`src/rtl/isp_pkg.sv`:
```
// Shared ISP definitions: padding FSM states, pad mode encodings and kernel border helper.
package isp_pkg;

    typedef enum logic [2:0] {
        ST_IDLE,
        ST_TOP,
        ST_LEFT,
        ST_BODY,
        ST_RIGHT,
        ST_BOTTOM,
        ST_DONE
    } pad_state_t;

    typedef enum logic [1:0] {
        MODE_ZERO  = 2'd0,
        MODE_CONST = 2'd1,
        MODE_REPL  = 2'd2,
        MODE_RSVD  = 2'd3
    } pad_mode_t;

    function automatic int border_of(input int kernel_size);
        return (kernel_size - 1) / 2;
    endfunction

endpackage

```
`src/rtl/pad_counter.sv`:
```
// x/y raster position counter over the padded frame; wraps both axes to 0 at frame end.
module pad_counter #(
    parameter int PW = 6,
    parameter int PH = 5,
    parameter int XW = $clog2(PW),
    parameter int YW = $clog2(PH)
) (
    input  logic          clk,
    input  logic          reset,
    input  logic          clr,
    input  logic          inc,
    output logic [XW-1:0] x,
    output logic [YW-1:0] y,
    output logic          x_last,
    output logic          y_last
);

    logic [XW-1:0] x_q, x_d;
    logic [YW-1:0] y_q, y_d;

    assign x      = x_q;
    assign y      = y_q;
    assign x_last = (x_q == XW'(PW - 1));
    assign y_last = (y_q == YW'(PH - 1));

    always_comb begin
        x_d = x_q;
        y_d = y_q;
        if (clr) begin
            x_d = '0;
            y_d = '0;
        end else if (inc) begin
            if (x_last) begin
                x_d = '0;
                y_d = y_last ? '0 : y_q + YW'(1);
            end else begin
                x_d = x_q + XW'(1);
            end
        end
    end

    always_ff @(posedge clk) begin
        if (!reset) begin
            x_q <= '0;
            y_q <= '0;
        end else begin
            x_q <= x_d;
            y_q <= y_d;
        end
    end

endmodule

```
`src/rtl/frame_pad_gen.sv`:
```
// Border padding generator: wraps a WIDTH x HEIGHT pixel stream with BORDER pad pixels on every side.
// Horizontal replicate padding (mode 2) is built only when PAD_REPLICATE_EN is defined.
//
//   state  | meaning
//   IDLE   | waiting for newFrame
//   TOP    | BORDER full rows of pad beats
//   LEFT   | BORDER pad beats at row start
//   BODY   | WIDTH active pixels passed through
//   RIGHT  | BORDER pad beats at row end
//   BOTTOM | BORDER full rows of pad beats
//   DONE   | wait for last beat to drain, pulse oDone
module frame_pad_gen
    import isp_pkg::*;
#(
    parameter int WIDTH       = 1920,
    parameter int HEIGHT      = 1080,
    parameter int KERNEL_SIZE = 7,
    parameter int CHANNELS    = 3,
    parameter int DW          = 8
) (
    input  logic                   clk,
    input  logic                   reset,
    input  logic                   newFrame,
    input  logic [1:0]             mode,
    input  logic [CHANNELS*DW-1:0] padValue,
    input  logic                   iValid,
    input  logic [CHANNELS*DW-1:0] iData,
    output logic                   oReady,
    output logic                   oValid,
    output logic [CHANNELS*DW-1:0] oData,
    input  logic                   iReady,
    output logic                   oSof,
    output logic                   oEol,
    output logic                   oDone
);

    localparam int BORDER = border_of(KERNEL_SIZE);
    localparam int PW     = WIDTH + 2 * BORDER;
    localparam int PH     = HEIGHT + 2 * BORDER;
    localparam int XW     = $clog2(PW);
    localparam int YW     = $clog2(PH);
    localparam int PXW    = CHANNELS * DW;

    pad_state_t     state_q, state_d;
    pad_mode_t      mode_q, mode_d;
    logic [PXW-1:0] pad_val_q, pad_val_d;
    logic           out_valid_q, out_valid_d;
    logic [PXW-1:0] out_data_q, out_data_d;
    logic           out_sof_q, out_sof_d;
    logic           out_eol_q, out_eol_d;

`ifdef PAD_REPLICATE_EN
    logic [PXW-1:0] left_pix_q, left_pix_d;
    logic           left_have_q, left_have_d;
    logic [PXW-1:0] right_pix_q, right_pix_d;
    logic           repl;
`endif

    logic           cnt_clr, cnt_inc;
    logic [XW-1:0]  x;
    logic [YW-1:0]  y;
    logic           x_last, y_last;
    logic           load, emit, in_ready, done;
    logic [PXW-1:0] emit_val, pad_fill;

    pad_counter #(
        .PW(PW),
        .PH(PH),
        .XW(XW),
        .YW(YW)
    ) u_cnt (
        .clk   (clk),
        .reset (reset),
        .clr   (cnt_clr),
        .inc   (cnt_inc),
        .x     (x),
        .y     (y),
        .x_last(x_last),
        .y_last(y_last)
    );

    assign oReady = in_ready;
    assign oValid = out_valid_q;
    assign oData  = out_data_q;
    assign oSof   = out_sof_q;
    assign oEol   = out_eol_q;
    assign oDone  = done;

    always_comb begin
        state_d     = state_q;
        mode_d      = mode_q;
        pad_val_d   = pad_val_q;
        out_valid_d = out_valid_q;
        out_data_d  = out_data_q;
        out_sof_d   = out_sof_q;
        out_eol_d   = out_eol_q;
        cnt_clr     = 1'b0;
        cnt_inc     = 1'b0;
        in_ready    = 1'b0;
        done        = 1'b0;
        emit        = 1'b0;
        emit_val    = '0;
`ifdef PAD_REPLICATE_EN
        left_pix_d  = left_pix_q;
        left_have_d = left_have_q;
        right_pix_d = right_pix_q;
        repl        = (mode_q == MODE_REPL);
`endif

        // The output register accepts a new beat when empty or when its beat leaves this cycle.
        load     = !out_valid_q || iReady;
        pad_fill = (mode_q == MODE_CONST) ? pad_val_q : '0;
        if (out_valid_q && iReady) begin
            out_valid_d = 1'b0;
        end

        case (state_q)
            ST_IDLE: begin
                if (newFrame) begin
                    state_d   = ST_TOP;
                    pad_val_d = padValue;
                    cnt_clr   = 1'b1;
                    case (mode)
                        2'd1:    mode_d = MODE_CONST;
`ifdef PAD_REPLICATE_EN
                        2'd2:    mode_d = MODE_REPL;
`endif
                        default: mode_d = MODE_ZERO;
                    endcase
                end
            end
            ST_TOP: begin
                if (load) begin
                    emit     = 1'b1;
                    emit_val = pad_fill;
                    if (x_last && y == YW'(BORDER - 1)) begin
                        state_d = ST_LEFT;
                    end
                end
            end
            ST_LEFT: begin
`ifdef PAD_REPLICATE_EN
                // Replicate peeks the pending first pixel; it is consumed later in BODY.
                if (repl && !left_have_q && iValid) begin
                    left_pix_d  = iData;
                    left_have_d = 1'b1;
                end
                if (load && (!repl || left_have_q || iValid)) begin
                    emit     = 1'b1;
                    emit_val = !repl ? pad_fill : (left_have_q ? left_pix_q : iData);
                    if (x == XW'(BORDER - 1)) begin
                        state_d = ST_BODY;
                    end
                end
`else
                if (load) begin
                    emit     = 1'b1;
                    emit_val = pad_fill;
                    if (x == XW'(BORDER - 1)) begin
                        state_d = ST_BODY;
                    end
                end
`endif
            end
            ST_BODY: begin
                in_ready = load;
                if (iValid && load) begin
                    emit     = 1'b1;
                    emit_val = iData;
`ifdef PAD_REPLICATE_EN
                    right_pix_d = iData;
`endif
                    if (x == XW'(BORDER + WIDTH - 1)) begin
                        state_d = ST_RIGHT;
                    end
                end
            end
            ST_RIGHT: begin
                if (load) begin
                    emit     = 1'b1;
`ifdef PAD_REPLICATE_EN
                    emit_val = repl ? right_pix_q : pad_fill;
`else
                    emit_val = pad_fill;
`endif
                    if (x_last) begin
`ifdef PAD_REPLICATE_EN
                        left_have_d = 1'b0;
`endif
                        state_d = (y == YW'(BORDER + HEIGHT - 1)) ? ST_BOTTOM : ST_LEFT;
                    end
                end
            end
            ST_BOTTOM: begin
                if (load) begin
                    emit     = 1'b1;
                    emit_val = pad_fill;
                    if (x_last && y_last) begin
                        state_d = ST_DONE;
                    end
                end
            end
            ST_DONE: begin
                if (!out_valid_q) begin
                    done    = 1'b1;
                    state_d = ST_IDLE;
                end
            end
            default: state_d = ST_IDLE;
        endcase

        if (emit) begin
            out_valid_d = 1'b1;
            out_data_d  = emit_val;
            out_sof_d   = (x == '0) && (y == '0);
            out_eol_d   = x_last;
            cnt_inc     = 1'b1;
        end
    end

    always_ff @(posedge clk) begin
        if (!reset) begin
            state_q     <= ST_IDLE;
            mode_q      <= MODE_ZERO;
            pad_val_q   <= '0;
            out_valid_q <= 1'b0;
            out_data_q  <= '0;
            out_sof_q   <= 1'b0;
            out_eol_q   <= 1'b0;
`ifdef PAD_REPLICATE_EN
            left_pix_q  <= '0;
            left_have_q <= 1'b0;
            right_pix_q <= '0;
`endif
        end else begin
            state_q     <= state_d;
            mode_q      <= mode_d;
            pad_val_q   <= pad_val_d;
            out_valid_q <= out_valid_d;
            out_data_q  <= out_data_d;
            out_sof_q   <= out_sof_d;
            out_eol_q   <= out_eol_d;
`ifdef PAD_REPLICATE_EN
            left_pix_q  <= left_pix_d;
            left_have_q <= left_have_d;
            right_pix_q <= right_pix_d;
`endif
        end
    end

endmodule
```
`config.mk`:
```
export PLATFORM = sky130hd
export DESIGN_NAME = frame_pad_gen
export DESIGN_NICKNAME = d
export VERILOG_FILES = /design/src/rtl/isp_pkg.sv /design/src/rtl/pad_counter.sv /design/src/rtl/frame_pad_gen.sv
export SDC_FILE = /design/constraint.sdc
export NUM_CORES = 1
export LEC_CHECK = 0
export CAP_MARGIN = 15
export CORE_ASPECT_RATIO = 0.7
export CORE_UTILIZATION = 50
export CTS_BUF_LIST = sky130_fd_sc_hd__clkbuf_8
export CTS_CLUSTER_SIZE = 40
export DETAILED_ROUTE_END_ITERATION = 10
export PLACE_DENSITY = 0.87
export SYNTH_ARGS = -nofsm -noshare
export SYNTH_HDL_FRONTEND = slang
export SYNTH_SLANG_ARGS = --single-unit
```
`constraint.sdc`:
```
create_clock -name clk -period 3.4 [get_ports clk]
set_input_delay 0.68 -clock clk [delete_from_list [all_inputs] [get_ports clk]]
set_output_delay 0.68 -clock clk [all_outputs]
set_load 0.05 [all_outputs]
```
==> qor.json <==
{
  "outcome": "finished clean",
  "slew_headroom": 0.330,
  "vias_per_cell": 5.66,
  "largest_net_degree_at_the_start_of_global_routing": 28,
  "maxSlewViolCount": 0,
  "cts_buffer_depth": 2,
  "finClkSkew_ns": 0.00838,
  "synth_flop_cell": "dfxtp_1",
  "die_h_um": 71.8,
  "synth_enable_flop_cells": 0,
  "post-cts-setup-buffer-count": 0,
  "ctsHtreeMaxLevel": 3,
  "setup_viol": 0,
  "area.growth.synth_to_final_pct": 32.9,
  "required_ns": 2.72,
  "detailed_place_hpwl_um": 6250,
  "route.vias.total": 3225,
  "fill_cells": 510,
  "first_global_vias": 3044,
  "finalWirelength_um": 8980,
  "grt_first_pass_wirelength_um": 14300,
  "cp-end-kind": "output port",
  "placement.cell_area_mm2": 0.00439,
  "initial_antenna_violation_count": 0,
  "combPwrFrac": 0.284,
  "pre_cts_slack_ns": 0.432,
  "setup_tns_ns": 0,
  "synth_async_sr_flop_share": 0,
  "p_int_mw": 1.71,
  "drt_iter0_drc": 283,
  "critical-path-max-stage-delay_ns": 0.84,
  "max_cap_violations": 0,
  "p_sw_frac": 0.346,
  "synthDominantCellAreaShare": 0.443,
  "post_cts_resize_count": 0,
  "synth.avg_cell_area_um2": 8.83,
  "grt_overflow": 0,
  "synthesis.instances": 394,
  "r2r_cells": 6,
  "period_minus_slack_ns": 3.17,
  "cts_made_buffers": 9,
  "vdd.ir_drop.worst_v": 0.000291,
  "report.final.hold_viol_count": 0,
  "netlist-cell-type-count": 44,
  "multi_input_area_mm2": 0.00179,
  "io_buffer_count": 83,
  "timing.hold.worst.class": "reg -> reg",
  "power-per-cell-area_mw_per_mm2": 565,
  "worstPathMaxFanout": 11,
  "gp_routability_congestion": 0.867,
  "num_antenna_cells": 0,
  "timing_worst_setup_path_type": "reg -> out",
  "top_level_ports": 84,
  "insertion_delay_ns": 0.36,
  "worst_r2r_startpoint": "state_q[0]",
  "tritoncts_num_sinks": 77,
  "area.sequential_mm2": 0.00154,
  "syn_area_mm2": 0.00348,
  "nets": 534,
  "worst_setup_path_start_kind": "register",
  "final_antenna_net_count": 0,
  "fp.dieArea_mm2": 0.00730,
  "synth_fp_nets": 457,
  "yosys_warnings": 0,
  "drt-pass1-iter-count": 5,
  "hold_path.startpoint": "pad_val_q[0]",
  "post_cts_hold_buffer_count": 0,
  "postLayoutCellArea_mm2": 0.00462,
  "cell_chain_of_the_critical_path": "inv_1, or3_1, nor2_1, clkdlybuf4s50_1",
  "layout-drive-gt1-share": 0.0714,
  "netlist_top_cells_count": "dfxtp_1 (77), nand2_1 (71), nor2_1 (31)",
  "hold_crit_endpoint": "pad_val_q[0]",
  "share_clk_of_total_power": 0.304,
  "worst_setup_hold_path_clk_slew_ns": 0.08,
  "ff2ff_setup_slack_ns": 0.85,
  "yosysTopAreaCell": "dfxtp_1",
  "combined_global_route_utilization_of_all_metal_layers": 0.253,
  "synth_area_leaders": "dfxtp_1 (44%), nand2_1 (7.7%), a222oi_1 (6.9%)",
  "start_util": 0.517,
  "yosysMostFrequentCell": "dfxtp_1",
  "whs_path_depth": 2,
  "rsz0062_at_grt": "false",
  "slowest_stage": "clkdlybuf4s50_1",
  "crit_arrival_ns": 2.49,
  "root_buffer": "clkbuf_8",
  "post-route-worst-setup-slack_ns": 0.233,
  "tritoncts": "built",
  "post-route-drc-count": 0,
  "worst_slew_pin_slew_ns": 1.01,
  "rows": 25,
  "post_drt_wl_per_cell_um": 15.8,
  "dieWidth_um": 102,
  "leakage_nw": 1.59,
  "seq_power_share": 0.412,
  "switching_power_mw": 0.904,
  "synth_sequential_area_ratio": 0.443,
  "synth.ff_latch_count": 77,
  "final_min_period_over_clock_period": 0.931,
  "placeableCoreArea_mm2": 0.00673,
  "capture_instance_of_the_worst_register_to_register_path": "oData[23]",
  "max_freq_mhz": 316
}
## critical path, delay by kind of cell (launching register included)
kind          cells  cell delay [ns]
simple gates      2             0.57
flops             1             0.57
buf+inv           2             0.99
## cells by family (layout without fill, tap and decap cells)
| logic type | Yosys count | count (layout) | synth area share |
|---|---|---|---|
| buffers and inverters | 37 | 119 | 0.0425 |
| XOR/XNOR | 21 | 21 | 0.0529 |
| multiplexers | 1 | 1 | 0.00288 |
| AO/OA/AOI/OAI | 70 | 70 | 0.168 |
| flip-flops | 77 | 77 | 0.443 |
| AND/OR/NAND/NOR | 180 | 180 | 0.262 |
| adder cells (fa/ha/maj) | 8 | 8 | 0.0288 |
## how the worst max path moves through the flow
stage	depth (start not counted)	from	endpoint	slack [ns]
after floorplan	2	state_q[2]	oDone	0.41
after global placement	4	iReady	oReady	0.46
after detailed placement	4	iReady	oReady	0.43
after CTS	4	state_q[1]	oReady	0.25
after global routing	4	state_q[0]	oReady	0.11
final	4	state_q[0]	oReady	0.23
## cell usage in the layout, fill, tap and decap left out, drive strengths merged, types with 5 or more instances in the layout
| master | n |
|---|---|
| nor4 | 6 |
| xnor2 | 15 |
| clkbuf | 10 |
| ha | 8 |
| nor3 | 7 |
| nor2 | 31 |
| a21oi | 5 |
| dfxtp | 77 |
| nand2 | 71 |
| buf | 9 |
| nand4 | 11 |
| inv | 12 |
| a222oi | 24 |
| clkdlybuf4s50 | 83 |
| xor2 | 6 |
| nor2b | 28 |
| a21boi | 28 |
## power groups by stage
stage                     sequential (mW)  clock, mW  combinational [mW]
after CTS                            1.07      0.804               0.736
after floorplan                      1.12          0               0.446
after global placement               1.09          0               0.711
after detailed placement             1.09          0               0.730
after global routing                 1.09      0.841               0.800
final                                1.08      0.793               0.742
## area by class of cell
type,instances,area share
multi-input combinational,280,0.388
sequential,77,0.334
inverter,11,0.00893
tap,94,0.0254
timing repair buffer,92,0.194
clock buffer,10,0.0298
clock inverter,6,0.0203
## layer usage
| layer | part of all wire | up-vias | global-route usage |
|---|---|---|---|
| met5 | 0 | - | 0 |
| met4 | 0.013 | 0 | 0.0725 |
| li1 | - | 1539 | - |
| met3 | 0.079 | 15 | 0.0771 |
| met2 | 0.47 | 152 | 0.407 |
| met1 | 0.43 | 1519 | 0.328 |
## flip-flops by register name, summed over array words and instances, names as in the netlist
name       count
mode_q         1
oData         24
oEol           1
oSof           1
oValid         1
pad_val_q     24
state_q        3
u_cnt.x       11
u_cnt.y       11
## metrics by stage
step                       util  power (mW)  cells  hold WS (ns)
after CTS                 0.687        2.61    570         0.472
final                     0.687        2.61    570         0.473
after detailed placement  0.653        1.82    554         0.460
after global routing      0.687        2.73    570         0.489
after floorplan               -        1.57    394         0.441
after global placement    0.653        1.80    554         0.450
No activity file was read; power rests on OpenSTA's default activity.
